## config.mk

```make
export PLATFORM = sky130hd
export DESIGN_NAME = mtr_pwm_decode_flat
export DESIGN_NICKNAME = d
export VERILOG_FILES = /design/src/rtl/mtr_pwm_decode_if.sv /design/src/rtl/mtr_pwm_decode.sv /design/src/flat_wrapper.sv
export SDC_FILE = /design/constraint.sdc
export NUM_CORES = 1
export LEC_CHECK = 0
export BUFFER_PORTS_ARGS = -buffer_cell sky130_fd_sc_hd__buf_4
export CAP_MARGIN = 20
export CORE_ASPECT_RATIO = 2
export CORE_MARGIN = 5
export CORE_UTILIZATION = 30
export DETAILED_ROUTE_END_ITERATION = 16
export GPL_ROUTABILITY_DRIVEN = 1
export SETUP_SLACK_MARGIN = 0.02
export SYNTH_ARGS = -nofsm -noshare
export SYNTH_HDL_FRONTEND = slang
export SYNTH_SLANG_ARGS = --single-unit
```

## constraint.sdc

```tcl
create_clock -name clk -period 4.46 [get_ports clk]
set_input_delay 0.223 -clock clk [delete_from_list [all_inputs] [get_ports clk]]
set_output_delay 0.223 -clock clk [all_outputs]
set_load 0.02 [all_outputs]
```

## src/rtl/mtr_pwm_decode_if.sv

```systemverilog
// Signal bundle between the H-bridge PWM pins and the PWM decode monitor.
// The master side drives enable and the four PWM lines; the slave side (the
// decoder) returns the measured speeds, directions, shoot flags and strobe.
interface mtr_pwm_decode_if #(
    parameter int WIN_W = 11
);
    logic             en;
    logic             PWM_frwrd_lft;
    logic             PWM_rev_lft;
    logic             PWM_frwrd_rght;
    logic             PWM_rev_rght;
    logic [WIN_W-1:0] lft_spd_meas;
    logic             lft_rev_meas;
    logic [WIN_W-1:0] rght_spd_meas;
    logic             rght_rev_meas;
    logic             lft_shoot;
    logic             rght_shoot;
    logic             meas_vld;

    modport master (
        output en,
        output PWM_frwrd_lft,
        output PWM_rev_lft,
        output PWM_frwrd_rght,
        output PWM_rev_rght,
        input  lft_spd_meas,
        input  lft_rev_meas,
        input  rght_spd_meas,
        input  rght_rev_meas,
        input  lft_shoot,
        input  rght_shoot,
        input  meas_vld
    );

    modport slave (
        input  en,
        input  PWM_frwrd_lft,
        input  PWM_rev_lft,
        input  PWM_frwrd_rght,
        input  PWM_rev_rght,
        output lft_spd_meas,
        output lft_rev_meas,
        output rght_spd_meas,
        output rght_rev_meas,
        output lft_shoot,
        output rght_shoot,
        output meas_vld
    );
endinterface

```

## src/rtl/mtr_pwm_decode.sv

```systemverilog
// PWM decode monitor: turns the left/right forward/reverse PWM pairs back into
// a signed speed (magnitude + reverse flag) measured over fixed windows of
// 2**WIN_W clocks, and flags shoot-through (forward and reverse both high).
// Windows are free-running from enable, so no phase lock to the driver is needed.
module mtr_pwm_decode #(
    parameter int WIN_W = 11
) (
    input  logic            clk,
    input  logic            rst_n,
    mtr_pwm_decode_if.slave bus
);

    // Per-direction counters need one extra bit: a full window of one
    // direction counts 2**WIN_W, which is one past the largest speed code.
    localparam int CNT_W = WIN_W + 1;

    typedef enum logic {
        IDLE = 1'b0,
        MEAS = 1'b1
    } state_t;

    state_t           r_state;
    state_t           w_nextState;

    logic             r_en;
    logic             r_frwrdLft;
    logic             r_revLft;
    logic             r_frwrdRght;
    logic             r_revRght;

    logic [WIN_W-1:0] r_winCnt;
    logic [CNT_W-1:0] r_fCntLft;
    logic [CNT_W-1:0] r_rCntLft;
    logic [CNT_W-1:0] r_fCntRght;
    logic [CNT_W-1:0] r_rCntRght;
    logic             r_stickyLft;
    logic             r_stickyRght;

    logic [WIN_W-1:0] r_lftSpd;
    logic             r_lftRev;
    logic [WIN_W-1:0] r_rghtSpd;
    logic             r_rghtRev;
    logic             r_lftShoot;
    logic             r_rghtShoot;
    logic             r_measVld;

    logic             w_measEdge;
    logic             w_winEnd;

    logic             w_fIncLft;
    logic             w_rIncLft;
    logic             w_bothLft;
    logic             w_fIncRght;
    logic             w_rIncRght;
    logic             w_bothRght;

    logic [CNT_W-1:0] w_fTotLft;
    logic [CNT_W-1:0] w_rTotLft;
    logic [CNT_W-1:0] w_fTotRght;
    logic [CNT_W-1:0] w_rTotRght;
    logic [CNT_W-1:0] w_diffLft;
    logic [CNT_W-1:0] w_diffRght;
    logic             w_revLft;
    logic             w_revRght;
    logic [WIN_W-1:0] w_spdLft;
    logic [WIN_W-1:0] w_spdRght;

    assign bus.lft_spd_meas  = r_lftSpd;
    assign bus.lft_rev_meas  = r_lftRev;
    assign bus.rght_spd_meas = r_rghtSpd;
    assign bus.rght_rev_meas = r_rghtRev;
    assign bus.lft_shoot     = r_lftShoot;
    assign bus.rght_shoot    = r_rghtShoot;
    assign bus.meas_vld      = r_measVld;

    // Sample stage: enable is registered together with the PWM pins so the
    // first sample of a window is the one taken on the edge after enable.
    always_ff @(posedge clk or negedge rst_n) begin
        if (!rst_n) begin
            r_en        <= 1'b0;
            r_frwrdLft  <= 1'b0;
            r_revLft    <= 1'b0;
            r_frwrdRght <= 1'b0;
            r_revRght   <= 1'b0;
        end else begin
            r_en        <= bus.en;
            r_frwrdLft  <= bus.PWM_frwrd_lft;
            r_revLft    <= bus.PWM_rev_lft;
            r_frwrdRght <= bus.PWM_frwrd_rght;
            r_revRght   <= bus.PWM_rev_rght;
        end
    end

    // State register for the IDLE/MEAS controller.
    always_ff @(posedge clk or negedge rst_n) begin
        if (!rst_n) begin
            r_state <= IDLE;
        end else begin
            r_state <= w_nextState;
        end
    end

    // Next state plus the per-edge measure/window-end qualifiers; an edge that
    // sees enable low in MEAS leaves measurement and does not count.
    always_comb begin
        w_nextState = r_state;
        w_measEdge  = 1'b0;
        w_winEnd    = 1'b0;
        case (r_state)
            IDLE: begin
                if (r_en) begin
                    w_nextState = MEAS;
                end
            end
            MEAS: begin
                if (!r_en) begin
                    w_nextState = IDLE;
                end else begin
                    w_measEdge = 1'b1;
                    w_winEnd   = (r_winCnt == '1);
                end
            end
            default: begin
                w_nextState = IDLE;
            end
        endcase
    end

    // Classify the current samples: a clean forward or reverse cycle counts
    // in its own counter, while both-high counts nowhere and marks shoot-through.
    always_comb begin
        w_fIncLft  = r_frwrdLft & ~r_revLft;
        w_rIncLft  = r_revLft & ~r_frwrdLft;
        w_bothLft  = r_frwrdLft & r_revLft;
        w_fIncRght = r_frwrdRght & ~r_revRght;
        w_rIncRght = r_revRght & ~r_frwrdRght;
        w_bothRght = r_frwrdRght & r_revRght;
    end

    // Window totals including this edge's sample, the net direction, and the
    // magnitude clamped to the largest speed code.
    always_comb begin
        w_fTotLft  = r_fCntLft + CNT_W'(w_fIncLft);
        w_rTotLft  = r_rCntLft + CNT_W'(w_rIncLft);
        w_fTotRght = r_fCntRght + CNT_W'(w_fIncRght);
        w_rTotRght = r_rCntRght + CNT_W'(w_rIncRght);

        w_revLft   = (w_rTotLft > w_fTotLft);
        w_revRght  = (w_rTotRght > w_fTotRght);

        w_diffLft  = w_revLft ? (w_rTotLft - w_fTotLft) : (w_fTotLft - w_rTotLft);
        w_diffRght = w_revRght ? (w_rTotRght - w_fTotRght) : (w_fTotRght - w_rTotRght);

        w_spdLft   = w_diffLft[WIN_W] ? '1 : w_diffLft[WIN_W-1:0];
        w_spdRght  = w_diffRght[WIN_W] ? '1 : w_diffRght[WIN_W-1:0];
    end

    // Window counter and accumulators: run only on measuring edges, restart
    // at each window end, and sit at zero whenever not measuring so a dropped
    // enable discards the partial window.
    always_ff @(posedge clk or negedge rst_n) begin
        if (!rst_n) begin
            r_winCnt     <= '0;
            r_fCntLft    <= '0;
            r_rCntLft    <= '0;
            r_fCntRght   <= '0;
            r_rCntRght   <= '0;
            r_stickyLft  <= 1'b0;
            r_stickyRght <= 1'b0;
        end else if (!w_measEdge || w_winEnd) begin
            r_winCnt     <= '0;
            r_fCntLft    <= '0;
            r_rCntLft    <= '0;
            r_fCntRght   <= '0;
            r_rCntRght   <= '0;
            r_stickyLft  <= 1'b0;
            r_stickyRght <= 1'b0;
        end else begin
            r_winCnt     <= r_winCnt + WIN_W'(1);
            r_fCntLft    <= w_fTotLft;
            r_rCntLft    <= w_rTotLft;
            r_fCntRght   <= w_fTotRght;
            r_rCntRght   <= w_rTotRght;
            r_stickyLft  <= r_stickyLft | w_bothLft;
            r_stickyRght <= r_stickyRght | w_bothRght;
        end
    end

    // Result registers: load only at a window end and hold otherwise; the
    // strobe is high for exactly the cycle after each window end.
    always_ff @(posedge clk or negedge rst_n) begin
        if (!rst_n) begin
            r_lftSpd    <= '0;
            r_lftRev    <= 1'b0;
            r_rghtSpd   <= '0;
            r_rghtRev   <= 1'b0;
            r_lftShoot  <= 1'b0;
            r_rghtShoot <= 1'b0;
            r_measVld   <= 1'b0;
        end else begin
            r_measVld <= w_winEnd;
            if (w_winEnd) begin
                r_lftSpd    <= w_spdLft;
                r_lftRev    <= w_revLft;
                r_rghtSpd   <= w_spdRght;
                r_rghtRev   <= w_revRght;
                r_lftShoot  <= r_stickyLft | w_bothLft;
                r_rghtShoot <= r_stickyRght | w_bothRght;
            end
        end
    end

endmodule

```

## src/flat_wrapper.sv

```systemverilog
// flat-port wrapper written by rule: the top's interface ports become plain ports
module mtr_pwm_decode_flat 
#(
    parameter int WIN_W = 11
)
  (clk, rst_n, bus_en, bus_PWM_frwrd_lft, bus_PWM_rev_lft, bus_PWM_frwrd_rght, bus_PWM_rev_rght, bus_lft_spd_meas, bus_lft_rev_meas, bus_rght_spd_meas, bus_rght_rev_meas, bus_lft_shoot, bus_rght_shoot, bus_meas_vld);
  mtr_pwm_decode_if #(.WIN_W(WIN_W)) bus_i ();
  input  logic clk;
  input  logic rst_n;
  input wire logic [$bits(bus_i.en)-1:0] bus_en;
  input wire logic [$bits(bus_i.PWM_frwrd_lft)-1:0] bus_PWM_frwrd_lft;
  input wire logic [$bits(bus_i.PWM_rev_lft)-1:0] bus_PWM_rev_lft;
  input wire logic [$bits(bus_i.PWM_frwrd_rght)-1:0] bus_PWM_frwrd_rght;
  input wire logic [$bits(bus_i.PWM_rev_rght)-1:0] bus_PWM_rev_rght;
  output wire logic [$bits(bus_i.lft_spd_meas)-1:0] bus_lft_spd_meas;
  output wire logic [$bits(bus_i.lft_rev_meas)-1:0] bus_lft_rev_meas;
  output wire logic [$bits(bus_i.rght_spd_meas)-1:0] bus_rght_spd_meas;
  output wire logic [$bits(bus_i.rght_rev_meas)-1:0] bus_rght_rev_meas;
  output wire logic [$bits(bus_i.lft_shoot)-1:0] bus_lft_shoot;
  output wire logic [$bits(bus_i.rght_shoot)-1:0] bus_rght_shoot;
  output wire logic [$bits(bus_i.meas_vld)-1:0] bus_meas_vld;
  assign bus_i.en = bus_en;
  assign bus_i.PWM_frwrd_lft = bus_PWM_frwrd_lft;
  assign bus_i.PWM_rev_lft = bus_PWM_rev_lft;
  assign bus_i.PWM_frwrd_rght = bus_PWM_frwrd_rght;
  assign bus_i.PWM_rev_rght = bus_PWM_rev_rght;
  assign bus_lft_spd_meas = bus_i.lft_spd_meas;
  assign bus_lft_rev_meas = bus_i.lft_rev_meas;
  assign bus_rght_spd_meas = bus_i.rght_spd_meas;
  assign bus_rght_rev_meas = bus_i.rght_rev_meas;
  assign bus_lft_shoot = bus_i.lft_shoot;
  assign bus_rght_shoot = bus_i.rght_shoot;
  assign bus_meas_vld = bus_i.meas_vld;
  mtr_pwm_decode #(.WIN_W(WIN_W)) u_core (.clk(clk), .rst_n(rst_n), .bus(bus_i));
endmodule
```

==> summary.txt, run 1 <==
Outcome: complete, no violations
P_int: 1420 uW
Worst Path Max Fanout: 17
Number of synthesis warnings: 0
Synth area leader: dfrtp_1
Synth Net Count: 698
Core Rows: 73
Initial antenna violation count: 0
Clock Power Share: 43.1%
Clock root buffer: clkbuf_16
Flop2flop setup slack: 0.43 ns
DRT Pass-1 Iters: 4
Most common flop cell mapped by yosys: dfrtp_1
Post-route setup TNS: 0 ns
Mean area per synthesized cell: 9.58 um2
Worst vdd ir: 181 uV
Clock Pin Slew Worst Setup and Hold Paths: 0.07 ns
Layout cells sized above 1: 13.7%
Post-synth EDFFs: 0
Sw power: 509 uW
Tcrit/Tclk final: 90.3%
Ant. Diodes: 0
Final clock skew: 0.0102 ns
Post-synthesis sequential area ratio: 38.9%
Worst hold slack: 0.231 ns
Register share of total power: 44.7%
Mapped Area: 6050 um2
CP delay by family, top: compound AO/OA/AOI/OAI gates
Crit. End Element: flip-flop
Combinational fraction of design power: 12.2%
Setup ws final: 0.432 ns
CP startpoint kind: flip-flop
WP data arrival: 4.30 ns
Commonest non-fill, non-tap cells in the layout: 94 x nor2_1, 94 x dfrtp_1, 61 x inv_1
Routed Antenna Nets: 0
Unrepaired setup endpoints after global routing: false
Final worst path period need: 4.03 ns
Die Area: 23300 um2
Max_cap viols: 0
GRT Total Usage: 13.4%
Switch share: 26.5%
Residual DRC: 0
Yosys top cell area share: 38.9%
Critical path class: reg2reg
CP max stage cell: o211ai_4
Ports: 34
Worst skew pair latency: 0.37 ns
Max Freq: 248 MHz
Synth Instances: 632
Multi-input logic area: 3410 um2
Gpl congestion: 0.841
Final nets: 752
Place WS: 0.434 ns
Critical path buffers and inverters: 1
DR vias: 4622
Worst EP required: 4.74 ns
Filler cells: 2100
Largest net degree at the start of global routing: 77
CTS tree: done
Die H: 211 um
Area growth syn-to-layout: 17.2%
Synth area leaders: dfrtp_1 39%, ha_1 11%, xnor2_1 5.9%
Final HPWL DP: 11700 um
Synth unique cells: 57
Grt total ovfl: 0
Initial Util: 30.4%
Worst slew margin: 60.7%
Final hold vios: 0
Reg-to-reg critical path startpoint: u_core.r_frwrdLft
Initial DRC Count: 192
First-pass GRT wire length: 24400 um
Register area: 2350 um2
Total power: 1930 uW
Vias in the first global route: 4910
Routed len/inst: 15.6 um
Setup Buffers After CTS: 0
Crit path cell chain: nor2b_1 > ha_1 > nand3_1 > nor2_1 > nand3_1 > xor2_1 > inv_1 > ha_1 > a21oi_1 > nor2b_1 > o21ai_0 > nand2b_1 > o211ai_4 > mux2i_1 > xor2_1 > nor2_4 > a21oi_1
Reg-to-reg endpoint: u_core.bus.lft_spd_meas[5]
Setup violators final: 0
LEAKAGE: 0.00355 uW
Synth Register Bits: 94
Core area: 19900 um2
Number of CTS-inserted buffers: 9
CTS Sinks: 94
Reg2reg path depth: 17
Hold Path Class: in2async
Actual slew at the worst max-slew pin: 0.585 ns
Chip width: 110 um
Port bufs: 33
Crit-path max cell delay: 0.49 ns
Vias per cell: 4.85
Final slew viol count: 0
CTS Buffer Depth: 2
H-Tree Depth: 3
Power per cell area: 272 nW/um2
Async SR Flop Fraction: 100%
Routed WL: 14900 um
## kinds of logic after synthesis
group,synth area share (%)
compound gates,12.4
xor+xnor,12.2
fa+ha+maj,12.7
buf+inv,4.84
flops,38.9
mux,3.04
simple gates,16.0
## area by class of cell
class,instances,share of cell area (%)
inverter,62,3.28
tap,262,4.62
multi-input combinational,463,48.1
clock inverter,6,1.04
clock buffer,10,3.37
sequential,94,33.2
timing repair buffer,56,6.42
## worst max path at each step
stage	slack [ns]	endpoint	cells after the start	start
after global routing	0.03	u_core.bus.lft_spd_meas[7]	17	u_core.r_frwrdLft
after CTS	0.38	u_core.bus.lft_spd_meas[5]	17	u_core.r_frwrdLft
after global placement	0.47	u_core.bus.lft_spd_meas[7]	17	u_core.r_frwrdLft
final	0.43	u_core.bus.lft_spd_meas[5]	17	u_core.r_frwrdLft
after floorplan	0.96	u_core.bus.rght_spd_meas[4]	18	u_core.r_frwrdRght
after detailed placement	0.43	u_core.bus.lft_spd_meas[8]	17	u_core.r_frwrdLft
## flip-flops by register name, indices dropped and copies added, names as in the netlist, 11 cells and up
| name | flops |
|---|---|
| u_core.r_fCntLft | 12 |
| u_core.r_fCntRght | 12 |
| u_core.r_rCntLft | 12 |
| u_core.r_rCntRght | 12 |
| u_core.bus.lft_spd_meas | 11 |
| u_core.bus.rght_spd_meas | 11 |
| u_core.r_winCnt | 11 |
## metal layers
layer | part of all wire, % | GRT usage (%)
met1 | 33 | 11.6
met2 | 58 | 26.4
met3 | 1.9 | 1.86
met4 | 7.8 | 11.2
met5 | 0 | 0
## power by group through the flow
stage / combinational (uW) / sequential [uW] / clock, uW
finish: 235 / 861 / 830
global route: 262 / 862 / 880
CTS: 235 / 861 / 852
detailed placement: 230 / 878 / 0
global placement: 229 / 878 / 0
floorplan: 167 / 877 / 0
## per-stage QoR
step	area, um2	std cells	utilization [%]
2_1_floorplan	6050	632	-
3_3_place_gp	6690	930	33.6
3_5_place_dp	6690	930	33.6
4_1_cts	7060	951	35.4
5_1_grt	7090	953	35.6
6_report	7090	953	35.6
## Yosys cell counts (all sizes together), types with 4 or more instances
library cell / number
a21boi: 5
a21o: 10
a21oi: 31
a221oi: 4
a31oi: 7
and3: 8
and4: 4
clkbuf: 10
dfrtp: 94
fa: 4
ha: 55
inv: 61
mux2i: 15
nand2: 31
nand2b: 4
nand3: 23
nand4: 13
nor2: 96
nor2b: 10
nor3: 6
o211ai: 5
o21ai: 16
o22a: 10
xnor2: 44
xor2: 35
## worst reg2reg max path, cell delays in order, from the launching register on
cell	delay, ns
dfrtp_1	0.39
nor2b_1	0.13
ha_1	0.18
nand3_1	0.17
nor2_1	0.21
nand3_1	0.11
xor2_1	0.35
inv_1	0.08
ha_1	0.39
a21oi_1	0.16
nor2b_1	0.05
o21ai_0	0.15
nand2b_1	0.13
o211ai_4	0.49
mux2i_1	0.31
xor2_1	0.31
nor2_4	0.13
a21oi_1	0.18
## what timing repair did
| action | in CTS | in global routing |
|---|---|---|
| resized for setup | 0 | 0 |
| setup endpoints to repair | 0 | 6 |
| hold buffers | 5 | 1 |
| hold endpoints to repair | 5 | 9 |
Power figures use the tool's default switching activity.
==> run 2: changes to the inputs <==
Clock period 4.46 ns to 4.75 ns, I/O delays scaled along.
==> run 2 against run 1 <==
Against the previous run:
- clock power shrank 6.9%
- largest power group unchanged
- first-iteration DRC count decreased by 24%
- largest cell class unchanged
- die area is the same
- clock skew down 0.0049 ns
- setup slack better by 0.15 ns
- critical path type unchanged
- critical path depth did not move
==> summary.txt, run 2 (synthesis results as in run 1) <==
Setup Buffers After CTS: 0
Routed WL: 14500 um
Worst EP required: 4.99 ns
Final slew viol count: 0
CP startpoint kind: flip-flop
Flop2flop setup slack: 0.59 ns
Area growth syn-to-layout: 15.7%
Port bufs: 33
Chip width: 110 um
Actual slew at the worst max-slew pin: 0.924 ns
Register area: 2350 um2
Critical path class: reg2reg
Ant. Diodes: 0
Final HPWL DP: 11600 um
Filler cells: 2113
Hold Path Class: in2async
Worst Path Max Fanout: 17
Max_cap viols: 0
Place WS: 0.583 ns
Cts hold-fix bufs: 5
CP delay by family, top: simple AND/OR/NAND/NOR gates
Routed Antenna Nets: 0
Clock root buffer: clkbuf_16
Power per cell area: 257 nW/um2
CTS tree: done
Die Area: 23300 um2
Multi-input logic area: 3410 um2
Worst vdd ir: 150 uV
Grt total ovfl: 0
Final hold vios: 0
Commonest non-fill, non-tap cells in the layout: 94 x nor2_1, 94 x dfrtp_1, 61 x inv_1
Crit-path max cell delay: 0.56 ns
CP max stage cell: o211ai_4
Vias in the first global route: 4892
Residual DRC: 0
WP data arrival: 4.40 ns
Worst slew margin: 38.4%
Critical path buffers and inverters: 1
Core Rows: 73
Routed len/inst: 15.4 um
Core area: 19900 um2
Setup violators final: 0
Crit. End Element: flip-flop
CTS Sinks: 94
Initial antenna violation count: 0
LEAKAGE: 0.00351 uW
Die H: 211 um
Vias per cell: 4.76
DRT Pass-1 Iters: 4
Post-CTS Resized: 0
Final clock skew: 0.00528 ns
Crit path cell chain: nor2b_1 > ha_1 > inv_1 > or2_2 > nor2_1 > nand3_1 > xor2_1 > ha_1 > a21oi_1 > nor2b_1 > o21ai_0 > nand2b_1 > o211ai_4 > mux2i_1 > xnor2_1 > nand2_2 > o22a_1
Clock Pin Slew Worst Setup and Hold Paths: 0.07 ns
Layout cells sized above 1: 12.6%
Largest net degree at the start of global routing: 71
Number of CTS-inserted buffers: 9
Worst hold slack: 0.0101 ns
Post-route setup TNS: 0 ns
Final nets: 742
Outcome: complete, no violations
Setup ws final: 0.586 ns
Initial DRC Count: 145
Fin util: 35.2%
Unrepaired setup endpoints after global routing: false
H-Tree Depth: 3
Gpl congestion: 0.833
Max Freq: 240 MHz
GRT Total Usage: 13.1%
DR vias: 4490
Tcrit/Tclk final: 87.7%
Ports: 34
Final worst path period need: 4.16 ns
First-pass GRT wire length: 24300 um
CTS Buffer Depth: 2
Initial Util: 30.4%
Worst skew pair latency: 0.35 ns
## run 2: cell types whose count changed in the layout (fill, tap and decap cells not counted), sizes merged
cell / previous run / this run
buf: 50 / 41
clkbuf: 10 / 11
clkinv: 1 / 2
clkinvlp: 2 / 0
dlygate4sd3: 6 / 5
## run 2: worst reg2reg max path: stages, from the launching register on
cell      delay (ns)
dfrtp_1         0.39
nor2b_1         0.16
ha_1            0.25
inv_1           0.05
or2_2           0.31
nor2_1          0.25
nand3_1         0.13
xor2_1          0.24
ha_1            0.33
a21oi_1         0.16
nor2b_1         0.06
o21ai_0         0.14
nand2b_1        0.12
o211ai_4        0.57
mux2i_1         0.29
xnor2_1         0.17
nand2_2         0.20
o22a_1          0.23
## run 2: stage by stage
stage	total power [uW]	std cells	instance area (um2)
after floorplan	981	632	6050
after global placement	1040	922	6630
after detailed placement	1040	922	6630
after CTS	1830	943	7000
after global routing	1880	943	7000
final	1800	943	7000
## run 2: worst paths after layout
check / startpoint / end / cells after the start
setup / recovery: u_core.r_frwrdRght / u_core.bus.rght_spd_meas[1] / 17
hold / removal: rst_n / u_core.bus.meas_vld / 1
setup reg to reg: u_core.r_frwrdRght / u_core.bus.rght_spd_meas[1] / 17
hold reg to reg: u_core.r_en / u_core.r_state / 0
max in group asynchronous: rst_n / u_core.r_winCnt[1] / 2
min in group clk: u_core.r_en / u_core.r_state / 0
## run 2: layout make-up
class                      instances  area share, %
sequential                        94           33.6
clock inverter                     5          0.912
clock buffer                      11           3.61
timing repair buffer              46           5.11
multi-input combinational        463           48.7
inverter                          62           3.32
tap                              262           4.68
## run 2: metal layers
metal / vias up / routed length (um) / track usage [%]
met1: 2197 / 4780 / 11.4
li1: 2206 / - / -
met2: 57 / 9010 / 27.9
met4: 0 / 542 / 6.55
met5: - / 0 / 0
met3: 30 / 218 / 1.63
## run 2: where the power goes
group | switching [uW] | internal (uW)
sequential | 3.71 | 805
clock | 330 | 444
combinational | 124 | 90.0
==> run 3: changes to the inputs <==
Settings changed: RECOVER_POWER set to 25.
==> run 3 against run 2 <==
Against the previous run:
- the flow now finishes with violations (capacitance limit, slew limit)
- combinational power about the same
- via count increased by 0.29%
- non-clock buffer count unchanged
- design area about the same
- sequential power about the same
- global-route usage unchanged
- setup slack got worse by 0.0023 ns
- register-to-register slack about the same
- routed wire length decreased by 0.21%
- critical path depth unchanged
- largest cell class unchanged
==> summary.txt, run 3 (synthesis results as in run 1) <==
Outcome: finished, violations left
Failing checks: capacitance limit, slew limit
Sw power: 457 uW
Grt total ovfl: 0
Critical path endpoint: u_core.bus.rght_spd_meas[1]
Ant. Diodes: 0
Port bufs: 33
P_int: 1340 uW
Ports: 34
Post-CTS Resized: 0
Clock Pin Slew Worst Setup and Hold Paths: 0.07 ns
Routed len/inst: 15.4 um
Total power: 1800 uW
CTS Buffer Depth: 2
Core area: 19900 um2
Met2 Use GR: 27.9%
Commonest non-fill, non-tap cells in the layout: 94 x nor2_1, 94 x dfrtp_1, 61 x inv_1
Power per cell area: 257 nW/um2
DR vias: 4503
Die Area: 23300 um2
Routed Antenna Nets: 0
Die H: 211 um
First-pass GRT wire length: 24300 um
Cts hold-fix bufs: 5
Tcrit/Tclk final: 87.7%
Residual DRC: 0
Crit path cell chain: nor2b_1 > ha_1 > inv_1 > or2_2 > nor2_1 > nand3_1 > xor2_1 > ha_1 > a21oi_1 > nor2b_1 > o21ai_0 > nand2b_1 > o211ai_4 > mux2i_1 > xnor2_1 > nand2_2 > o22a_1
Max Freq: 240 MHz
CP max stage cell: o211ai_4
Busiest grt layer: met2
H-Tree Depth: 3
Unrepaired setup endpoints after global routing: false
CTS Sinks: 94
Largest net degree at the start of global routing: 71
Filler cells: 2114
Layout cells sized above 1: 12.5%
Met1 Track Usage GR: 11.4%
Flop2flop setup slack: 0.58 ns
Actual slew at the worst max-slew pin: 3.86 ns
Vias per cell: 4.78
GRT met3 Usage: 1.63%
Worst skew pair latency: 0.35 ns
Reg2reg path depth: 17
Reg-to-reg critical path startpoint: u_core.r_frwrdRght
Register share of total power: 45.1%
DRT Pass-1 Iters: 4
Area growth syn-to-layout: 15.6%
Final HPWL DP: 11600 um
CP startpoint: u_core.r_frwrdRght
Post-route setup TNS: 0 ns
CTS tree: done
Reg-to-reg endpoint: u_core.bus.rght_spd_meas[1]
Setup Buffers After CTS: 0
LEAKAGE: 0.00350 uW
Worst Path Max Fanout: 17
Final slew viol count: 71
Final nets: 742
Worst vdd ir: 150 uV
GRT Total Usage: 13.1%
Core Rows: 73
Worst EP required: 4.99 ns
Initial DRC Count: 137
Vias in the first global route: 4892
Final clock skew: 0.00540 ns
Worst slew margin: -158%
Routed WL: 14500 um
Critical path class: reg2reg
Combinational fraction of design power: 11.9%
Final worst path period need: 4.17 ns
Initial antenna violation count: 0
Setup violators final: 0
Final hold vios: 0
WP data arrival: 4.41 ns
Clock Power Share: 43.0%
Clock root buffer: clkbuf_16
Hold Path Class: reg2reg
Crit-path max cell delay: 0.57 ns
Initial Util: 30.4%
Max_cap viols: 1
Crit. End Element: flip-flop
Number of CTS-inserted buffers: 9
Switch share: 25.4%
CP startpoint kind: flip-flop
Chip width: 110 um
Gpl congestion: 0.833
run 3: cell count changes in the layout (fill, tap and decap cells not counted):
cell | before | now
clkbuf_1 | 0 | 1
buf_4 | 41 | 35
clkbuf_4 | 0 | 5
run 3: worst min path at each step:
stage	from	to	slack, ns	cells after the start
after floorplan	rst_n	u_core.bus.lft_rev_meas	-0.06	0
after global placement	bus_PWM_frwrd_rght	u_core.r_frwrdRght	0.35	1
after detailed placement	bus_PWM_frwrd_rght	u_core.r_frwrdRght	0.35	1
after CTS	rst_n	u_core.bus.meas_vld	0.05	1
after global routing	u_core.r_en	u_core.r_state	0.47	0
final	u_core.r_en	u_core.r_state	0.45	0
run 3: final cells by class:
type / instances / area (um2) / area share [%]
clock inverter: 5 / 63.8 / 0.912
multi-input combinational: 463 / 3410 / 48.8
clock buffer: 11 / 253 / 3.61
tap: 262 / 328 / 4.69
inverter: 62 / 233 / 3.33
sequential: 94 / 2350 / 33.6
timing repair buffer: 46 / 354 / 5.06
run 3: metal layers:
layer	wire, um	vias up	share of wire [%]
li1	-	2205	-
met4	544	0	3.7
met5	0	-	0
met3	229	30	1.6
met2	8970	57	62
met1	4760	2211	33
run 3: power groups by stage:
stage	clock, uW	combinational [uW]	sequential, uW
detailed placement	0	215	825
finish	773	214	809
CTS	799	219	809
global route	833	238	809
global placement	0	214	824
floorplan	0	157	824
run 3: worst max-delay path, delay by kind of cell (launching register included):
family / cells / cell delay, ns
adder cells (fa/ha/maj): 2 / 0.58
multiplexers: 1 / 0.29
AND/OR/NAND/NOR: 7 / 1.23
buffers and inverters: 1 / 0.05
AO/OA/AOI/OAI: 4 / 1.10
flip-flops: 1 / 0.39
XOR/XNOR: 2 / 0.41
run 3: per-stage QoR:
stage / setup slack, ns / instance area [um2] / cells / utilization (%) / hold slack (ns)
2_1_floorplan: 1.25 / 6050 / 632 / - / -0.0581
3_3_place_gp: 0.620 / 6630 / 922 / 33.3 / 0.350
3_5_place_dp: 0.583 / 6630 / 922 / 33.3 / 0.352
4_1_cts: 0.556 / 7000 / 943 / 35.2 / 0.0523
5_1_grt: 0.165 / 7000 / 943 / 35.1 / 0.472
6_report: 0.583 / 7000 / 943 / 35.1 / 0.452
